<file path="src/rtl/prio_enc_seq_if.sv">
// Request-vector input handshake and index output handshake for prio_enc_seq.
// The encoder connects through the slave modport; the producer/consumer side uses master.
interface prio_enc_seq_if #(
    parameter int unsigned WIDTH = 8
);
    localparam int unsigned IDX_W = $clog2(WIDTH);

    logic [WIDTH-1:0] in_data;
    logic             in_valid;
    logic             in_ready;
    logic [IDX_W-1:0] out_idx;
    logic             out_valid;
    logic             out_ready;
    logic             out_last;
    logic             none;

    modport master (
        output in_data, in_valid, out_ready,
        input  in_ready, out_idx, out_valid, out_last, none
    );

    modport slave (
        input  in_data, in_valid, out_ready,
        output in_ready, out_idx, out_valid, out_last, none
    );
endinterface

</file>
<file path="src/rtl/prio_enc_seq.sv">
// Sequential priority encoder: accepts a request vector, then emits the index of
// every set bit, one per accepted beat, in MSB-first or LSB-first order.
module prio_enc_seq #(
    parameter int unsigned WIDTH     = 8,
    parameter bit          MSB_FIRST = 1'b1
) (
    input  logic          clk,
    input  logic          rst_n,
    prio_enc_seq_if.slave bus
);
    localparam int unsigned IDX_W = $clog2(WIDTH);

    typedef enum logic {
        IDLE,
        SCAN
    } state_t;

    state_t           state;
    state_t           state_next;
    logic [WIDTH-1:0] pending;
    logic [WIDTH-1:0] pending_next;
    logic             none_q;
    logic             none_next;
    logic [IDX_W-1:0] idx;
    logic             single;

    // Later matches overwrite earlier ones, so scan direction selects the priority.
    always_comb begin
        idx = '0;
        for (int unsigned i = 0; i < WIDTH; i++) begin
            if (MSB_FIRST) begin
                if (pending[i]) idx = IDX_W'(i);
            end else begin
                if (pending[WIDTH-1-i]) idx = IDX_W'(WIDTH - 1 - i);
            end
        end
    end

    assign single = (pending != '0) && ((pending & (pending - WIDTH'(1))) == '0);

    always_comb begin
        state_next   = state;
        pending_next = pending;
        none_next    = 1'b0;
        case (state)
            IDLE: begin
                if (bus.in_valid) begin
                    if (bus.in_data != '0) begin
                        pending_next = bus.in_data;
                        state_next   = SCAN;
                    end else begin
                        none_next = 1'b1;
                    end
                end
            end
            SCAN: begin
                if (bus.out_ready) begin
                    pending_next[idx] = 1'b0;
                    if (single) state_next = IDLE;
                end
            end
        endcase
    end

    always_ff @(posedge clk or negedge rst_n) begin
        if (!rst_n) begin
            state   <= IDLE;
            pending <= '0;
            none_q  <= 1'b0;
        end else begin
            state   <= state_next;
            pending <= pending_next;
            none_q  <= none_next;
        end
    end

    // rst_n gating keeps in_ready low for the whole reset interval even though IDLE is the reset state.
    assign bus.in_ready  = rst_n && (state == IDLE);
    assign bus.out_valid = (state == SCAN);
    assign bus.out_idx   = idx;
    assign bus.out_last  = (state == SCAN) && single;
    assign bus.none      = none_q;
endmodule

</file>
<file path="src/flat_wrapper.sv">
// flat-port wrapper written by rule: the top's interface ports become plain ports
module prio_enc_seq_flat 
#(
    parameter int unsigned WIDTH     = 8,
    parameter bit          MSB_FIRST = 1'b1
)
  (clk, rst_n, bus_in_data, bus_in_valid, bus_out_ready, bus_in_ready, bus_out_idx, bus_out_valid, bus_out_last, bus_none);
  prio_enc_seq_if #(.WIDTH(WIDTH)) bus_i ();
  input  logic clk;
  input  logic rst_n;
  input wire logic [$bits(bus_i.in_data)-1:0] bus_in_data;
  input wire logic [$bits(bus_i.in_valid)-1:0] bus_in_valid;
  input wire logic [$bits(bus_i.out_ready)-1:0] bus_out_ready;
  output wire logic [$bits(bus_i.in_ready)-1:0] bus_in_ready;
  output wire logic [$bits(bus_i.out_idx)-1:0] bus_out_idx;
  output wire logic [$bits(bus_i.out_valid)-1:0] bus_out_valid;
  output wire logic [$bits(bus_i.out_last)-1:0] bus_out_last;
  output wire logic [$bits(bus_i.none)-1:0] bus_none;
  assign bus_i.in_data = bus_in_data;
  assign bus_i.in_valid = bus_in_valid;
  assign bus_i.out_ready = bus_out_ready;
  assign bus_in_ready = bus_i.in_ready;
  assign bus_out_idx = bus_i.out_idx;
  assign bus_out_valid = bus_i.out_valid;
  assign bus_out_last = bus_i.out_last;
  assign bus_none = bus_i.none;
  prio_enc_seq #(.WIDTH(WIDTH), .MSB_FIRST(MSB_FIRST)) u_core (.clk(clk), .rst_n(rst_n), .bus(bus_i));
endmodule
</file>
<file path="config.mk">
export PLATFORM = sky130hd
export DESIGN_NAME = prio_enc_seq_flat
export DESIGN_NICKNAME = d
export VERILOG_FILES = /design/src/rtl/prio_enc_seq_if.sv /design/src/rtl/prio_enc_seq.sv /design/src/flat_wrapper.sv
export SDC_FILE = /design/constraint.sdc
export NUM_CORES = 1
export LEC_CHECK = 0
export ABC_AREA = 1
export BUFFER_PORTS_ARGS = -buffer_cell sky130_fd_sc_hd__buf_2
export CORE_UTILIZATION = 49
export CTS_CLUSTER_SIZE = 24
export DETAILED_ROUTE_END_ITERATION = 10
export PLACE_DENSITY = 0.75
export RECOVER_POWER = 100
export SLEW_MARGIN = 10
export SYNTH_ARGS = -nofsm -noshare
export SYNTH_HDL_FRONTEND = slang
export SYNTH_SLANG_ARGS = --single-unit
export TNS_END_PERCENT = 20
</file>
<file path="constraint.sdc">
create_clock -name clk -period 1.33 [get_ports clk]
set_input_delay 0.266 -clock clk [delete_from_list [all_inputs] [get_ports clk]]
set_output_delay 0.266 -clock clk [all_outputs]
set_load 0.01 [all_outputs]
</file>
==> results.sh <==
export IMPL_via_per_inst=4.858
export IMPL_syn_cell_area_um2=690.7
export IMPL_cts_tree="yes"
export IMPL_powerDensity_mw_per_mm2=2574
export IMPL_drive_gt1_frac=0.3333
export IMPL_drtAntennaViolNets=0
export IMPL_grt_busiest_layer="met2"
export IMPL_r2r_cells=12
export IMPL_hold_worst_slack_ns=0.2310
export IMPL_grt_overflow=0
export IMPL_cp_slowest_cell="dfrtp_1"
export IMPL_die_w_um=39.55
export IMPL_p_total_uw=2493
export IMPL_worstMarginPinSlew_ns=0.5300
export IMPL_pin_count=19
export IMPL_hold_violations=0
export IMPL_grtUsageMet2=0.4631
export IMPL_grtUsageMet1=0.3000
export IMPL_routed_wl_um=1699
export IMPL_clkSlewWorstSetupHoldPaths_ns=0.06
export IMPL_fp_coreArea_mm2=0.001301
export IMPL_r2r_start="u_core.pending[3]$_DFFE_PN0P_"
export IMPL_worstPathArrival_ns=1.35
export IMPL_violations="negative setup slack"
export IMPL_fmaxAchievable_mhz=619.0
export IMPL_path_buf_inv=2
export IMPL_drc=0
export IMPL_syn_nets=124
export IMPL_synth_area_leaders="dfrtp_1 (36%), nand2_1 (28%), nor2_1 (6.0%), inv_1 (5.4%), nor2_2 (4.5%)"
export IMPL_holdPathStages=3
export IMPL_period_needed_ns=1.616
export IMPL_use_met3=0.01705
export IMPL_yosys_warnings=0
export IMPL_cts_max_path_buffers=2
export IMPL_setup_viol=6
export IMPL_leakage_uw=0.0005687
export IMPL_fin_crit_sh=1.215
export IMPL_drv_slew=0
export IMPL_critical_path_max_stage_delay_ns=0.41
export IMPL_numCtsBuffers=3
export IMPL_status="complete, but fails checks"
export IMPL_drt_iter0_drc=6
export IMPL_ys_seq_area_frac=0.3623
export IMPL_clock_skew_ns=0.002361
export IMPL_syn_inst=112
export IMPL_cts_max_level=1
export IMPL_rows=13
export IMPL_synth_seq_cells=10
export IMPL_critPathKind="reg2out"
export IMPL_dp_hpwl_um=1380
export IMPL_nFillCells=120
export IMPL_grt_first_pass_wirelength_um=2601
export IMPL_drt_wirelength_per_cell_um=10.49
export IMPL_dr_pass1_iters=2
export IMPL_cts_root_buf="clkbuf_4"
export IMPL_io_buffers=18
export IMPL_diodes=0
export IMPL_worst_slack_ns=-0.2855
export IMPL_dieArea_mm2=0.001564
export IMPL_gp_congestion=0.7822
export IMPL_synth_top_cell_by_area="dfrtp_1"
export IMPL_crit_family="simple AND/OR/NAND/NOR gates"
export IMPL_hp_class="in2reg"
export IMPL_cp_start_kind="flip-flop"
export IMPL_worstHoldStart="bus_in_data[1]"
export IMPL_cp_required_ns=1.06
export IMPL_yosys_area_top_type_share=0.3623
export IMPL_avgSynthCellArea_um2=6.167
export IMPL_grt_pass1_vias=650
export IMPL_path_cells="nor2_2, buf_4, nand3_1, nand2_1, and3_1, buf_2"
export IMPL_clock_latency_ns=0.25
export IMPL_vdd_drop_max_mv=1.284
export IMPL_reg2reg_to="u_core.pending[2]$_DFFE_PN0P_"
export IMPL_initial_core_util=0.5308
export IMPL_grt_setup_unrepaired="true"
export IMPL_chipHeight_um=39.55
export IMPL_dpl_worst_slack_ns=-0.05766
export IMPL_ys_types=15
export IMPL_antenna_found_initial=0
export IMPL_critPathMaxFanout=4
export IMPL_cap_viol_max_count=0
export IMPL_cts_sinks=10
export IMPL_grt_max_degree=11
export IMPL_reg2reg_slack_ns=-0.01
export IMPL_hold_end="u_core.pending[1]$_DFFE_PN0P_"
export IMPL_area_growth_syn_to_layout_pct=40.22
export IMPL_grt_usage=0.2572
export IMPL_critPathCaptureType="output pin"
export IMPL_layout_nets=161
export IMPL_vias=787
export IMPL_slew_headroom=0.6467
state kept, by name, summed over array words and instances, names as in the netlist:
| signal | count |
|---|---|
| u_core.bus.out_valid | 1 |
| u_core.pending | 8 |
| u_core.bus.none | 1 |
cells by family (layout without fill, tap and decap cells):
family / Yosys count / after routing / synth area share
flops: 10 / 10 / 0.3623
simple gates: 80 / 80 / 0.4982
buf+inv: 14 / 49 / 0.08153
compound gates: 8 / 8 / 0.05796
cell type report:
cell class / instances / area (um^2) / area share
timing repair buffer: 33 / 217.7 / 0.2248
sequential: 10 / 250.2 / 0.2584
multi-input combinational: 88 / 410.4 / 0.4238
clock buffer: 3 / 22.52 / 0.02326
tap: 15 / 18.77 / 0.01938
inverter: 13 / 48.80 / 0.05039
where the power goes:
group          switching [uW]  total (uW)  internal (uW)  leakage, uW
combinational             924        1760            834     0.000427
clock                    84.8         188            103    0.0000138
sequential                131         547            416     0.000127
how the worst max path moves through the flow:
stage,cells past startpoint,slack (ns),startpoint,end
5_1_grt,7,-0.38,u_core.pending[5]$_DFFE_PN0P_,bus_out_last
6_report,6,-0.29,u_core.pending[0]$_DFFE_PN0P_,bus_out_last
2_1_floorplan,6,0.008,u_core.bus.out_valid$_DFF_PN0_,bus_out_last
3_3_place_gp,5,-0.01,u_core.pending[6]$_DFFE_PN0P_,bus_out_last
3_5_place_dp,5,-0.06,u_core.pending[1]$_DFFE_PN0P_,bus_out_last
4_1_cts,7,-0.29,u_core.pending[5]$_DFFE_PN0P_,bus_out_last
placed cells by master, fill, tap and decap left out, drive strengths merged:
cell         netlist  routed
dlygate4sd3        0       1
dfrtp             10      10
buf                1      29
o21ai              7       7
nand4              2       2
nand3              5       5
clkbuf             0       6
nand2             56      56
and3               1       1
a21oi              1       1
nor2              16      16
inv               13      13
worst min-delay path: cells and delay by family:
| family | cells | cell delay, ns |
|---|---|---|
| buf+inv | 1 | 0.09 |
| simple gates | 2 | 0.10 |
cells in the mapped netlist:
master,instances
nand2_1,51
nor2_1,11
dfrtp_1,10
inv_1,10
nand3_1,5
nor2_2,5
nand2_2,4
o21ai_1,4
inv_2,3
o21ai_0,3
nand4_1,2
a21oi_1,1
and3_1,1
buf_4,1
nand2_4,1
layer usage:
layer,up-vias,share of wire,routed length [um]
met4,0,0.014,23
met1,349,0.45,769
met5,-,0,0
li1,418,-,-
met3,4,0.022,38
met2,16,0.51,868
through the flow:
| step | instances | area (um^2) | util | setup TNS (ns) |
|---|---|---|---|---|
| floorplan | 112 | 690.7 | - | 0 |
| global placement | 155 | 874.6 | 0.6721 | -0.01263 |
| detailed placement | 155 | 874.6 | 0.6721 | -0.05766 |
| CTS | 159 | 927.1 | 0.7125 | -0.7569 |
| global route | 162 | 968.4 | 0.7442 | -1.559 |
| finish | 162 | 968.4 | 0.7442 | -0.7241 |
repair_timing:
item / in CTS / in global routing
pin swaps: 4 / 4
setup buffers: 0 / 3
gates cloned: 0 / 0
hold endpoints to repair: 10 / 0
endpoints found under the setup margin: 4 / 11
hold buffers: 1 / 0
gates resized for setup: 6 / 10
(Power assumes the default switching activity.)
